`src/rtl/trans_tx_fetch_if.sv`:
```
// Bundle of the command, TCDM read and TX push signals around the TX fetch engine.
// The master modport is the fetch engine's view; slave is the surrounding system.
interface trans_tx_fetch_if #(
    parameter int ADDR_WIDTH = 32,
    parameter int LEN_WIDTH  = 16
);
    // command side
    logic                       cmd_req;
    logic                       cmd_gnt;
    logic [ADDR_WIDTH-1:0]      cmd_add;
    logic [LEN_WIDTH-1:0]       cmd_beats;

    // TCDM read side, one port per lane
    logic [1:0]                 tcdm_req;
    logic [1:0][ADDR_WIDTH-1:0] tcdm_add;
    logic [1:0]                 tcdm_wen;
    logic [1:0][3:0]            tcdm_be;
    logic [1:0]                 tcdm_gnt;
    logic [1:0]                 tcdm_r_valid;
    logic [1:0][31:0]           tcdm_r_data;

    // TX buffer push side, one lane per 32-bit half of a beat
    logic [1:0][31:0]           tx_data_push_dat;
    logic [1:0]                 tx_data_push_req;
    logic [1:0]                 tx_data_push_gnt;

    // status
    logic                       busy;
    logic                       done;

    modport master (
        input  cmd_req, cmd_add, cmd_beats,
        output cmd_gnt,
        output tcdm_req, tcdm_add, tcdm_wen, tcdm_be,
        input  tcdm_gnt, tcdm_r_valid, tcdm_r_data,
        output tx_data_push_dat, tx_data_push_req,
        input  tx_data_push_gnt,
        output busy, done
    );

    modport slave (
        output cmd_req, cmd_add, cmd_beats,
        input  cmd_gnt,
        input  tcdm_req, tcdm_add, tcdm_wen, tcdm_be,
        output tcdm_gnt, tcdm_r_valid, tcdm_r_data,
        input  tx_data_push_dat, tx_data_push_req,
        output tx_data_push_gnt,
        input  busy, done
    );
endinterface

```
`src/rtl/trans_tx_fetch.sv`:
```
// TCDM-side read engine for the TX path of the transfer unit.
// A command (base address, beat count) is turned into paired 32-bit TCDM reads:
// lane0 fetches the low word and lane1 the high word of each 64-bit beat.
// Each lane has its own issue counter, one-deep outstanding tracker and a
// 2-entry holding queue, so lanes progress independently and only meet again
// when the whole transfer has drained.
module trans_tx_fetch #(
    parameter int ADDR_WIDTH = 32,
    parameter int LEN_WIDTH  = 16
) (
    input  logic             clk_i,
    input  logic             rst_ni,
    trans_tx_fetch_if.master bus
);

    typedef enum logic [1:0] {
        IDLE = 2'd0,
        RUN  = 2'd1,
        DONE = 2'd2
    } state_t;

    state_t                     state_q, state_d;

    // registered command
    logic [LEN_WIDTH-1:0]       beats_q;

    // per-lane control
    logic [1:0][LEN_WIDTH-1:0]  k_q;       // reads granted so far
    logic [1:0][ADDR_WIDTH-1:0] addr_q;    // address of the next read
    logic [1:0]                 outst_q;   // read granted last cycle, response due now
    logic [1:0][1:0]            occ_q;     // holding queue fill level (0..2)
    logic [1:0]                 wr_ptr_q;
    logic [1:0]                 rd_ptr_q;

    // per-lane holding queue storage; validity is tracked by occ_q
    logic [1:0][1:0][31:0]      mem_q;

    logic                       cmd_hs;
    logic [ADDR_WIDTH-1:0]      base_aligned;
    logic [1:0]                 issue;
    logic [1:0]                 tcdm_hs;
    logic [1:0]                 wr_en;
    logic [1:0]                 pop;
    logic [1:0]                 drained;
    logic [1:0][31:0]           push_dat;

    assign cmd_hs       = bus.cmd_req & (state_q == IDLE);
    // beats are 64-bit aligned, so the low three address bits are forced to zero
    assign base_aligned = bus.cmd_add & ~ADDR_WIDTH'(7);

    // Per-lane issue, capture, pop and drain decisions.
    always_comb begin
        issue    = '0;
        tcdm_hs  = '0;
        wr_en    = '0;
        pop      = '0;
        drained  = '0;
        push_dat = '0;
        for (int i = 0; i < 2; i++) begin
            pop[i]     = (occ_q[i] != 2'd0) & bus.tx_data_push_gnt[i];
            wr_en[i]   = bus.tcdm_r_valid[i] & outst_q[i];
            // A new read is allowed only if its response is guaranteed a slot:
            // queued words plus the response in flight, minus this cycle's pop.
            issue[i]   = (state_q == RUN) && (k_q[i] < beats_q) &&
                         (({1'b0, occ_q[i]} + {2'b00, outst_q[i]}) < (3'd2 + {2'b00, pop[i]}));
            tcdm_hs[i] = issue[i] & bus.tcdm_gnt[i];
            // Lane is finished once every read is granted, answered and pushed;
            // a pop of the last queued word in this cycle already counts.
            drained[i] = (k_q[i] == beats_q) && !outst_q[i] && (occ_q[i] == {1'b0, pop[i]});
            if (occ_q[i] != 2'd0) begin
                push_dat[i] = mem_q[i][rd_ptr_q[i]];
            end
        end
    end

    // Transfer state register.
    always_ff @(posedge clk_i or negedge rst_ni) begin
        if (!rst_ni) begin
            state_q <= IDLE;
        end else begin
            state_q <= state_d;
        end
    end

    // Transfer sequencing: zero-beat commands complete without touching the TCDM.
    always_comb begin
        state_d = state_q;
        case (state_q)
            IDLE: begin
                if (cmd_hs) begin
                    state_d = (bus.cmd_beats != '0) ? RUN : DONE;
                end
            end
            RUN: begin
                if (&drained) begin
                    state_d = DONE;
                end
            end
            DONE:    state_d = IDLE;
            default: state_d = IDLE;
        endcase
    end

    // Command capture so later changes on the command inputs are ignored.
    always_ff @(posedge clk_i or negedge rst_ni) begin
        if (!rst_ni) begin
            beats_q <= '0;
        end else if (cmd_hs) begin
            beats_q <= bus.cmd_beats;
        end
    end

    // Per-lane issue counter, address, outstanding flag and queue pointers.
    always_ff @(posedge clk_i or negedge rst_ni) begin
        if (!rst_ni) begin
            k_q      <= '0;
            addr_q   <= '0;
            outst_q  <= '0;
            occ_q    <= '0;
            wr_ptr_q <= '0;
            rd_ptr_q <= '0;
        end else begin
            outst_q <= tcdm_hs;
            for (int i = 0; i < 2; i++) begin
                if (cmd_hs) begin
                    k_q[i]    <= '0;
                    addr_q[i] <= base_aligned + ADDR_WIDTH'(4 * i);
                end else if (tcdm_hs[i]) begin
                    k_q[i]    <= k_q[i] + LEN_WIDTH'(1);
                    addr_q[i] <= addr_q[i] + ADDR_WIDTH'(8);
                end
                if (wr_en[i]) begin
                    wr_ptr_q[i] <= ~wr_ptr_q[i];
                end
                if (pop[i]) begin
                    rd_ptr_q[i] <= ~rd_ptr_q[i];
                end
                case ({wr_en[i], pop[i]})
                    2'b10:   occ_q[i] <= occ_q[i] + 2'd1;
                    2'b01:   occ_q[i] <= occ_q[i] - 2'd1;
                    default: occ_q[i] <= occ_q[i];
                endcase
            end
        end
    end

    // Holding queue storage: read responses land here at the clock edge.
    always_ff @(posedge clk_i) begin
        for (int i = 0; i < 2; i++) begin
            if (wr_en[i]) begin
                mem_q[i][wr_ptr_q[i]] <= bus.tcdm_r_data[i];
            end
        end
    end

    assign bus.cmd_gnt          = (state_q == IDLE);
    assign bus.tcdm_req         = issue;
    assign bus.tcdm_add         = addr_q;
    assign bus.tcdm_wen         = 2'b11;
    assign bus.tcdm_be          = {4'hF, 4'hF};
    assign bus.tx_data_push_req = {(occ_q[1] != 2'd0), (occ_q[0] != 2'd0)};
    assign bus.tx_data_push_dat = push_dat;
    assign bus.busy             = (state_q != IDLE);
    assign bus.done             = (state_q == DONE);

endmodule

```
`src/flat_wrapper.sv`:
```
// flat-port wrapper written by rule: the top's interface ports become plain ports
module trans_tx_fetch_flat 
#(
    parameter int ADDR_WIDTH = 32,
    parameter int LEN_WIDTH  = 16
)
  (clk_i, rst_ni, bus_cmd_req, bus_cmd_add, bus_cmd_beats, bus_cmd_gnt, bus_tcdm_req, bus_tcdm_add, bus_tcdm_wen, bus_tcdm_be, bus_tcdm_gnt, bus_tcdm_r_valid, bus_tcdm_r_data, bus_tx_data_push_dat, bus_tx_data_push_req, bus_tx_data_push_gnt, bus_busy, bus_done);
  trans_tx_fetch_if #(.ADDR_WIDTH(ADDR_WIDTH), .LEN_WIDTH(LEN_WIDTH)) bus_i ();
  input  logic clk_i;
  input  logic rst_ni;
  input wire logic [$bits(bus_i.cmd_req)-1:0] bus_cmd_req;
  input wire logic [$bits(bus_i.cmd_add)-1:0] bus_cmd_add;
  input wire logic [$bits(bus_i.cmd_beats)-1:0] bus_cmd_beats;
  output wire logic [$bits(bus_i.cmd_gnt)-1:0] bus_cmd_gnt;
  output wire logic [$bits(bus_i.tcdm_req)-1:0] bus_tcdm_req;
  output wire logic [$bits(bus_i.tcdm_add)-1:0] bus_tcdm_add;
  output wire logic [$bits(bus_i.tcdm_wen)-1:0] bus_tcdm_wen;
  output wire logic [$bits(bus_i.tcdm_be)-1:0] bus_tcdm_be;
  input wire logic [$bits(bus_i.tcdm_gnt)-1:0] bus_tcdm_gnt;
  input wire logic [$bits(bus_i.tcdm_r_valid)-1:0] bus_tcdm_r_valid;
  input wire logic [$bits(bus_i.tcdm_r_data)-1:0] bus_tcdm_r_data;
  output wire logic [$bits(bus_i.tx_data_push_dat)-1:0] bus_tx_data_push_dat;
  output wire logic [$bits(bus_i.tx_data_push_req)-1:0] bus_tx_data_push_req;
  input wire logic [$bits(bus_i.tx_data_push_gnt)-1:0] bus_tx_data_push_gnt;
  output wire logic [$bits(bus_i.busy)-1:0] bus_busy;
  output wire logic [$bits(bus_i.done)-1:0] bus_done;
  assign bus_i.cmd_req = bus_cmd_req;
  assign bus_i.cmd_add = bus_cmd_add;
  assign bus_i.cmd_beats = bus_cmd_beats;
  assign bus_cmd_gnt = bus_i.cmd_gnt;
  assign bus_tcdm_req = bus_i.tcdm_req;
  assign bus_tcdm_add = bus_i.tcdm_add;
  assign bus_tcdm_wen = bus_i.tcdm_wen;
  assign bus_tcdm_be = bus_i.tcdm_be;
  assign bus_i.tcdm_gnt = bus_tcdm_gnt;
  assign bus_i.tcdm_r_valid = bus_tcdm_r_valid;
  assign bus_i.tcdm_r_data = bus_tcdm_r_data;
  assign bus_tx_data_push_dat = bus_i.tx_data_push_dat;
  assign bus_tx_data_push_req = bus_i.tx_data_push_req;
  assign bus_i.tx_data_push_gnt = bus_tx_data_push_gnt;
  assign bus_busy = bus_i.busy;
  assign bus_done = bus_i.done;
  trans_tx_fetch #(.ADDR_WIDTH(ADDR_WIDTH), .LEN_WIDTH(LEN_WIDTH)) u_core (.clk_i(clk_i), .rst_ni(rst_ni), .bus(bus_i));
endmodule
```
`config.mk`:
```
export PLATFORM = sky130hd
export DESIGN_NAME = trans_tx_fetch_flat
export DESIGN_NICKNAME = d
export VERILOG_FILES = /design/src/rtl/trans_tx_fetch_if.sv /design/src/rtl/trans_tx_fetch.sv /design/src/flat_wrapper.sv
export SDC_FILE = /design/constraint.sdc
export NUM_CORES = 1
export LEC_CHECK = 0
export CAP_MARGIN = 30
export CORE_AREA = 2 2 167 169
export CTS_BUF_LIST = sky130_fd_sc_hd__clkbuf_8
export CTS_CLUSTER_SIZE = 20
export DETAILED_ROUTE_END_ITERATION = 16
export DIE_AREA = 0 0 169 171
export PLACE_DENSITY = 0.81
export SLEW_MARGIN = 20
export SYNTH_ARGS = -nofsm -noshare
export SYNTH_HDL_FRONTEND = slang
export SYNTH_SLANG_ARGS = --single-unit
```
`constraint.sdc`:
```
create_clock -name clk_i -period 2.8 [get_ports clk_i]
set_input_delay 0.28 -clock clk_i [delete_from_list [all_inputs] [get_ports clk_i]]
set_output_delay 0.28 -clock clk_i [all_outputs]
set_load 0.01 [all_outputs]
```
==> impl_metrics.csv, run 1 <==
group,metric,value,unit
place,hpwlAfterDp,23000,µm
power,power.density,783,mW/mm²
synth,syn_area,0.0121,mm²
detailed_routing,detailroute.via_count,10020,
sta,slew_headroom,0.556,
sta,timing.setup.tns,-0.0244,ns
synth,count_of_flip_flops_with_a_built_in_enable_after_synthesis,128,
run_status,failing_checks,"setup timing",
sta,final_hold_violating_endpoints,0,
grt,grt_use_total,0.222,
clocking,clock_latency,0.53,ns
grt,maximum_number_of_pins_on_one_net_before_global_route_repair,80,
worst_hold_path,worstHoldPathType,"in -> async",
synth,yosys.cell_types.count,54,
synth,synth.avg_cell_area,11.0,µm²
clocking,numCtsBuffers,41,
synth,synth-seq-cells,247,
synth,synth_seq_area_share,0.564,
grt,grt_first_pass_wirelength,51300,µm
detailed_routing,routed_wire_length,32900,µm
detailed_routing,number_of_nets_still_failing_antenna_checks_after_routing,0,
clocking,cts_tree,"built",
synth,yosysWarningCount,0,
clocking,cts_max_level,2,
cells_and_area,leading_cell_type_in_the_layout_fill_and_taps_excluded,"clkdlybuf4s50_1",
grt,via_count_of_the_first_global_routing_pass,9903,
sta,grt_setup_unrepaired,"yes",
synth,syn_inst,1104,
detailed_routing,viasPerCell,5.64,
clocking,cts.root.buffer_cell,"clkbuf_8",
floorplanning,placement_rows,61,
floorplanning,initial_core_util,0.442,
place,numPortBuffers,247,
sta,clock_skew,0.0202,ns
sta,clock_period_minus_final_worst_setup_slack,2.82,ns
synth,synth_top_area_frac,0.318,
place,placed_cells_incl_taps,1692,
cells_and_area,final_cell_count_no_fill,1777,
power,max-vdd-ir-drop,0.517,mV
detailed_routing,route.detailed.drc,0,
cells_and_area,layout-drive-gt1-share,0.114,
sta,finalHoldWorstSlack,0.264,ns
clocking,cts_max_path_buffers,3,
setup_path,critPathRequiredTime,2.52,ns
detailed_routing,detail_route.first_pass.iterations,7,
sta,achievable_clock_frequency,354,MHz
setup_path,worst-setup-path-type,"reg -> out",
setup_path,critPathMaxFanout,6,
run_status,run_status,"finished, violations left",
clocking,clock_sinks,247,
cells_and_area,finalNetCount,1563,
floorplanning,die_area,0.0289,mm²
power,leakagePower,0.00666,µW
sta,setup_slack,-0.0244,ns
setup_path,worst-endpoint-arrival,2.54,ns
floorplanning,floorplan.die.height,171,µm
place,gp_congestion,0.891,
detailed_routing,avgRoutedWirePerCell,18.5,µm
clocking,clkTransAtPathRegs,0.06,ns
sta,period_share,1.01,
synth,synthTopCellsByArea,"edfxtp_1 (32%), dfrtp_1 (25%), mux2i_1 (5.8%)",
cells_and_area,layout.cells.most_common_list,"clkdlybuf4s50_1 (244), edfxtp_1 (128), dfrtp_1 (113)",
sta,drv_slew,0,
setup_path,worstSetupEndpointType,"output pin",
cells_and_area,antenna_cells,0,
synth,synth_largest_area_cell,"edfxtp_1",
floorplanning,die_width,169,µm
floorplanning,coreArea,0.0273,mm²
setup_path,worst_setup_path_start_kind,"flop",
synth,ys.flop_type,"edfxtp_1",
run,drv.max_cap_violation_count,0,
sta,number_of_failing_setup_endpoints_in_the_final_timing_report,1,
synth,synth-async-reset-ratio,0.482,
setup_path,r2r-start,"u_core.occ_q[2]",
floorplanning,floorplan.io_pins,266,
setup_path,critical_path.startpoint,"u_core.k_q[27]",
cells_and_area,areaGrowthSynthToFinish,34.9,%
detailed_routing,detail_route.iter0.violations,856,
sta,worst_pin_slew,0.664,ns
grt,number_of_antenna_violations_at_the_first_check_in_global_routing,0,
grt,globalRouteOverflowTotal,0,
==> final cells by class <==
| type | count | area (µm²) |
|---|---|---|
| Clock buffer | 46 | 633 |
| Clock inverter | 28 | 245 |
| Fill cell | 2183 | 11000 |
| Inverter | 33 | 124 |
| Multi-Input combinational cell | 767 | 5040 |
| Sequential cell | 247 | 6830 |
| Tap cell | 346 | 433 |
| Timing Repair Buffer | 310 | 3000 |
==> critical path: stages (launching register included) <==
cell and delay, ns:
dfrtp_2 0.45, ha_4 0.29, nand4_1 0.20, buf_4 0.21, o311a_1 0.37, nand3_2 0.12
inv_1 0.08, dlygate4sd2_1 0.29
==> registers in the layout, indices dropped and copies added, names as in the netlist <==
register             cells
u_core.mem_q           128
u_core.bus.tcdm_add     59
u_core.k_q              32
u_core.beats_q          16
u_core.occ_q             4
u_core.outst_q           2
u_core.rd_ptr_q          2
u_core.state_q           2
u_core.wr_ptr_q          2
==> cells by family (layout without fill, tap and decap cells) <==
kind of cell,Yosys count,count (layout),synth area share
simple gates,425,425,0.179
flops,247,247,0.564
compound gates,192,192,0.0999
buf+inv,103,417,0.0379
mux,71,71,0.0589
fa+ha+maj,42,42,0.0435
xor+xnor,22,22,0.0159
other cells,2,15,0.000621
==> cells in the mapped netlist, types with 6 or more instances <==
cell / count
a21oi_1: 36
a31oi_1: 36
and2_1: 11
and3_1: 22
buf_2: 6
buf_4: 15
clkbuf_1: 43
dfrtp_1: 119
edfxtp_1: 128
ha_1: 42
inv_1: 31
mux2i_1: 70
nand2_1: 99
nand2b_1: 6
nand3_1: 38
nand4_1: 34
nor2_1: 109
nor3_1: 6
nor4_1: 20
o211a_1: 6
o211ai_1: 10
o21ai_0: 58
o31ai_1: 25
or3_1: 26
or4_1: 36
xnor2_1: 17
==> power by group <==
group	switching (µW)	internal, µW
clock	1440	1970
combinational	2310	2280
sequential	439	4330
total	4190	8580
==> through the flow <==
step / utilization / setup slack [ns] / power, µW / cell area (µm²)
after floorplan: - / 0.0470 / 7010 / 12100
after global placement: 0.555 / 0.0202 / 9220 / 15200
after detailed placement: 0.555 / -0.0393 / 9330 / 15200
after CTS: 0.589 / -0.0865 / 12800 / 16100
after global routing: 0.597 / -0.107 / 13400 / 16300
final: 0.597 / -0.0244 / 12800 / 16300
==> final timing paths <==
path,slack [ns],endpoint,depth (start not counted)
worst max register to register,0.03,u_core.bus.tcdm_add[59],10
max in group asynchronous,1.68,u_core.k_q[27],3
worst min-delay path,0.26,u_core.bus.tcdm_add[59],2
min in group clk_i,0.33,u_core.mem_q[100],1
worst min register to register,0.47,u_core.bus.tcdm_add[34],1
worst max-delay path,-0.02,bus_tcdm_req[1],7
==> per-layer routing <==
layer | up-vias | global-route usage | part of all wire
li1 | 4682 | - | -
met1 | 4803 | 0.285 | 0.41
met2 | 464 | 0.376 | 0.48
met3 | 71 | 0.0477 | 0.082
met4 | 0 | 0.0725 | 0.026
met5 | - | 0 | 0
==> repair_timing <==
item,4_1_cts,5_1_grt
pin swaps,4,13
setup buffers,2,8
hold buffers,1,0
endpoints found under the hold margin,40,0
setup endpoints to repair,12,25
resized for setup,13,27
No activity file was read; power rests on OpenSTA's default activity.
==> inputs of run 2 (changes only) <==
--- a/config.mk
+++ b/config.mk
@@ -6,13 +6,13 @@
 export NUM_CORES = 1
 export LEC_CHECK = 0
 export CAP_MARGIN = 30
-export CORE_AREA = 2 2 167 169
+export CORE_AREA = 2 2 201 203
 export CTS_BUF_LIST = sky130_fd_sc_hd__clkbuf_8
 export CTS_CLUSTER_SIZE = 20
 export DETAILED_ROUTE_END_ITERATION = 16
-export DIE_AREA = 0 0 169 171
-export PLACE_DENSITY = 0.81
-export SLEW_MARGIN = 20
+export DIE_AREA = 0 0 203 205
+export PLACE_DENSITY = 0.61
+export SLEW_MARGIN = 15
 export SYNTH_ARGS = -nofsm -noshare
 export SYNTH_HDL_FRONTEND = slang
 export SYNTH_SLANG_ARGS = --single-unit
==> run 2 against run 1 <==
Effect of this change:
- the run now ends clean
- global-route usage shrank 5.4 points
- routed wire length grew 9.2%
- critical path type is now reg -> reg
- non-clock buffer count rose by 11
- cell count grew 11%
- maximum frequency grew 2.7%
- register-to-register slack gained 0.02 ns
- design area is 1.5% higher
- clock power decreased by 13%
- largest power group unchanged
- via count increased by 0.21%
- sequential share of layout area shrank 0.64 points
- critical path depth increased by 2
==> impl_metrics.csv, run 2 (same netlist as run 1, synthesis figures left out) <==
group,metric,value,unit
run_status,run_status,"finished clean",
clocking,cts_tree,"built",
power,clkPwrFrac,0.240,
setup_path,worst_setup_path_start_kind,"flop",
clocking,clock_latency,0.57,ns
sta,finalHoldWorstSlack,0.218,ns
power,total_switching_power,4260,µW
sta,worst_pin_slew,0.550,ns
cells_and_area,layout-drive-gt1-share,0.127,
sta,drv_slew,0,
power,netSwitchingFraction,0.343,
setup_path,worst-setup-path-type,"reg -> reg",
grt,number_of_antenna_violations_at_the_first_check_in_global_routing,7,
sta,period_share,0.982,
sta,clock_period_minus_final_worst_setup_slack,2.75,ns
sta,achievable_clock_frequency,364,MHz
grt,maximum_number_of_pins_on_one_net_before_global_route_repair,59,
setup_path,worst-endpoint-arrival,3.25,ns
run,drv.max_cap_violation_count,0,
grt,globalRouteOverflowTotal,0,
setup_path,critPathMaxFanout,7,
cells_and_area,multi_input_area,0.00506,mm²
clocking,clkTransAtPathRegs,0.06,ns
power,totalPowerFinal,12400,µW
floorplanning,coreArea,0.0394,mm²
power,leakagePower,0.00670,µW
cells_and_area,largest_register_ffs,128,
sta,clock_skew,0.0218,ns
cells_and_area,finalNetCount,1577,
cells_and_area,layout.cells.most_common_list,"clkdlybuf4s50_1 (244), edfxtp_1 (128), dfrtp_1 (116)",
detailed_routing,routed_wire_length,35900,µm
sta,final_hold_violating_endpoints,0,
grt,via_count_of_the_first_global_routing_pass,9710,
detailed_routing,viasPerCell,5.10,
floorplanning,die_area,0.0416,mm²
clocking,clock_sinks,247,
power,p_comb_frac,0.379,
cells_and_area,leading_cell_type_in_the_layout_fill_and_taps_excluded,"clkdlybuf4s50_1",
detailed_routing,detailroute.via_count,10041,
power,power.density,751,mW/mm²
grt,grt_use_total,0.168,
floorplanning,floorplan.io_pins,266,
floorplanning,placement_rows,73,
cells_and_area,final-seq-area,0.00683,mm²
clocking,numCtsBuffers,44,
clocking,cts_max_level,2,
setup_path,reg2regPathDepth,9,
place,numPortBuffers,247,
setup_path,worstSetupEndpointType,"flop",
clocking,cts.root.buffer_cell,"clkbuf_8",
power,cell_internal_pwr,8170,µW
power,max-vdd-ir-drop,0.357,mV
clocking,cts_max_path_buffers,3,
sta,grt_setup_unrepaired,"yes",
sta,slew_headroom,0.633,
detailed_routing,avgRoutedWirePerCell,18.3,µm
detailed_routing,route.detailed.drc,0,
setup_path,critPathRequiredTime,3.30,ns
place,gp_congestion,0.860,
place,hpwlAfterDp,25400,µm
detailed_routing,number_of_nets_still_failing_antenna_checks_after_routing,0,
floorplanning,die_width,203,µm
grt,grt_first_pass_wirelength,54700,µm
worst_hold_path,worstHoldPathType,"in -> async",
sta,number_of_failing_setup_endpoints_in_the_final_timing_report,0,
cells_and_area,n_fill_cell,3753,
floorplanning,floorplan.die.height,205,µm
power,power.sequential.fraction,0.382,
floorplanning,initial_core_util,0.307,
detailed_routing,detail_route.iter0.violations,770,
cells_and_area,postLayoutCellArea,0.0165,mm²
detailed_routing,detail_route.first_pass.iterations,5,
cells_and_area,areaGrowthSynthToFinish,36.9,%
place,placedInstanceArea,0.0155,mm²
-- run 2: changes by cell type in the layout (fill, tap and decap cells not counted), moves of 4 or more --
cell / previous run / this run
buf_4: 56 / 65
a21oi_1: 36 / 29
a21oi_2: 0 / 7
bufinv_16: 5 / 0
diode_2: 0 / 4
inv_1: 43 / 39
or3_1: 26 / 22
or3_4: 0 / 4
-- run 2: worst max-delay path: stages, from the launching register on --
cell	delay (ns)
dfrtp_1	0.39
ha_2	0.21
ha_4	0.16
nor4b_4	0.19
o211a_1	0.21
buf_6	0.11
o311ai_4	0.11
or4_4	0.63
or4_4	0.54
a21oi_2	0.14
-- run 2: worst paths after layout --
kind / startpoint / endpoint / slack, ns
worst max-delay path: u_core.occ_q[2] / u_core.k_q[30] / 0.05
worst min-delay path: rst_ni / u_core.bus.tcdm_add[57] / 0.22
worst max register to register: u_core.occ_q[2] / u_core.k_q[30] / 0.05
worst min register to register: u_core.bus.tcdm_add[34] / u_core.bus.tcdm_add[34] / 0.48
max in group asynchronous: rst_ni / u_core.bus.tcdm_add[50] / 1.86
min in group clk_i: bus_tcdm_r_data[60] / u_core.mem_q[124] / 0.30
-- run 2: through the flow --
stage                     cells  setup TNS, ns  worst slack [ns]  utilization
final                      1968              0            0.0504        0.420
after global routing       1964         -0.298           -0.0497        0.420
after detailed placement   1880         -0.138           -0.0437        0.393
after CTS                  1955       -0.00107          -0.00107        0.414
after global placement     1880        -0.0430           -0.0229        0.393
after floorplan            1117              0            0.0470            -
-- run 2: routing by layer --
| layer | track usage | wire length, µm | up-vias |
|---|---|---|---|
| met2 | 0.251 | 15500 | 448 |
| met1 | 0.235 | 16100 | 4812 |
| met4 | 0.0425 | 682 | 6 |
| met5 | 0 | 37 | - |
| met3 | 0.0538 | 3660 | 60 |
| li1 | - | - | 4715 |
-- run 2: power by group through the flow --
stage               clock network [µW]  logic, µW  registers, µW
floorplan                            0       2330           4680
global placement                     0       4570           4790
detailed placement                   0       4600           4800
CTS                               3100       4630           4740
global route                      3250       5130           4810
finish                            2980       4710           4740
-- run 2: repair_timing --
action | CTS | global route
setup buffers | 3 | 9
setup endpoints to repair | 8 | 24
hold endpoints to repair | 31 | 0
gates cloned | 0 | 1
hold buffers | 1 | 0
pin swaps | 8 | 20
gates resized for setup | 16 | 37
-- run 2: cell type report --
| class | instances | area share |
|---|---|---|
| antenna | 4 | 0.000605 |
| clock buffer | 46 | 0.0383 |
| clock inverter | 25 | 0.00688 |
| inverter | 33 | 0.00749 |
| multi-input combinational | 767 | 0.306 |
| sequential | 247 | 0.413 |
| tap | 525 | 0.0397 |
| timing repair buffer | 321 | 0.189 |
==> inputs of run 3 (changes only) <==
--- a/config.mk
+++ b/config.mk
@@ -11,6 +11,7 @@
 export CTS_CLUSTER_SIZE = 20
 export DETAILED_ROUTE_END_ITERATION = 16
 export DIE_AREA = 0 0 203 205
+export GPL_ROUTABILITY_DRIVEN = 0
 export PLACE_DENSITY = 0.61
 export SLEW_MARGIN = 15
 export SYNTH_ARGS = -nofsm -noshare
==> results of run 3 <==
No change in the layout: final DEF, timing and power equal those of run 2.
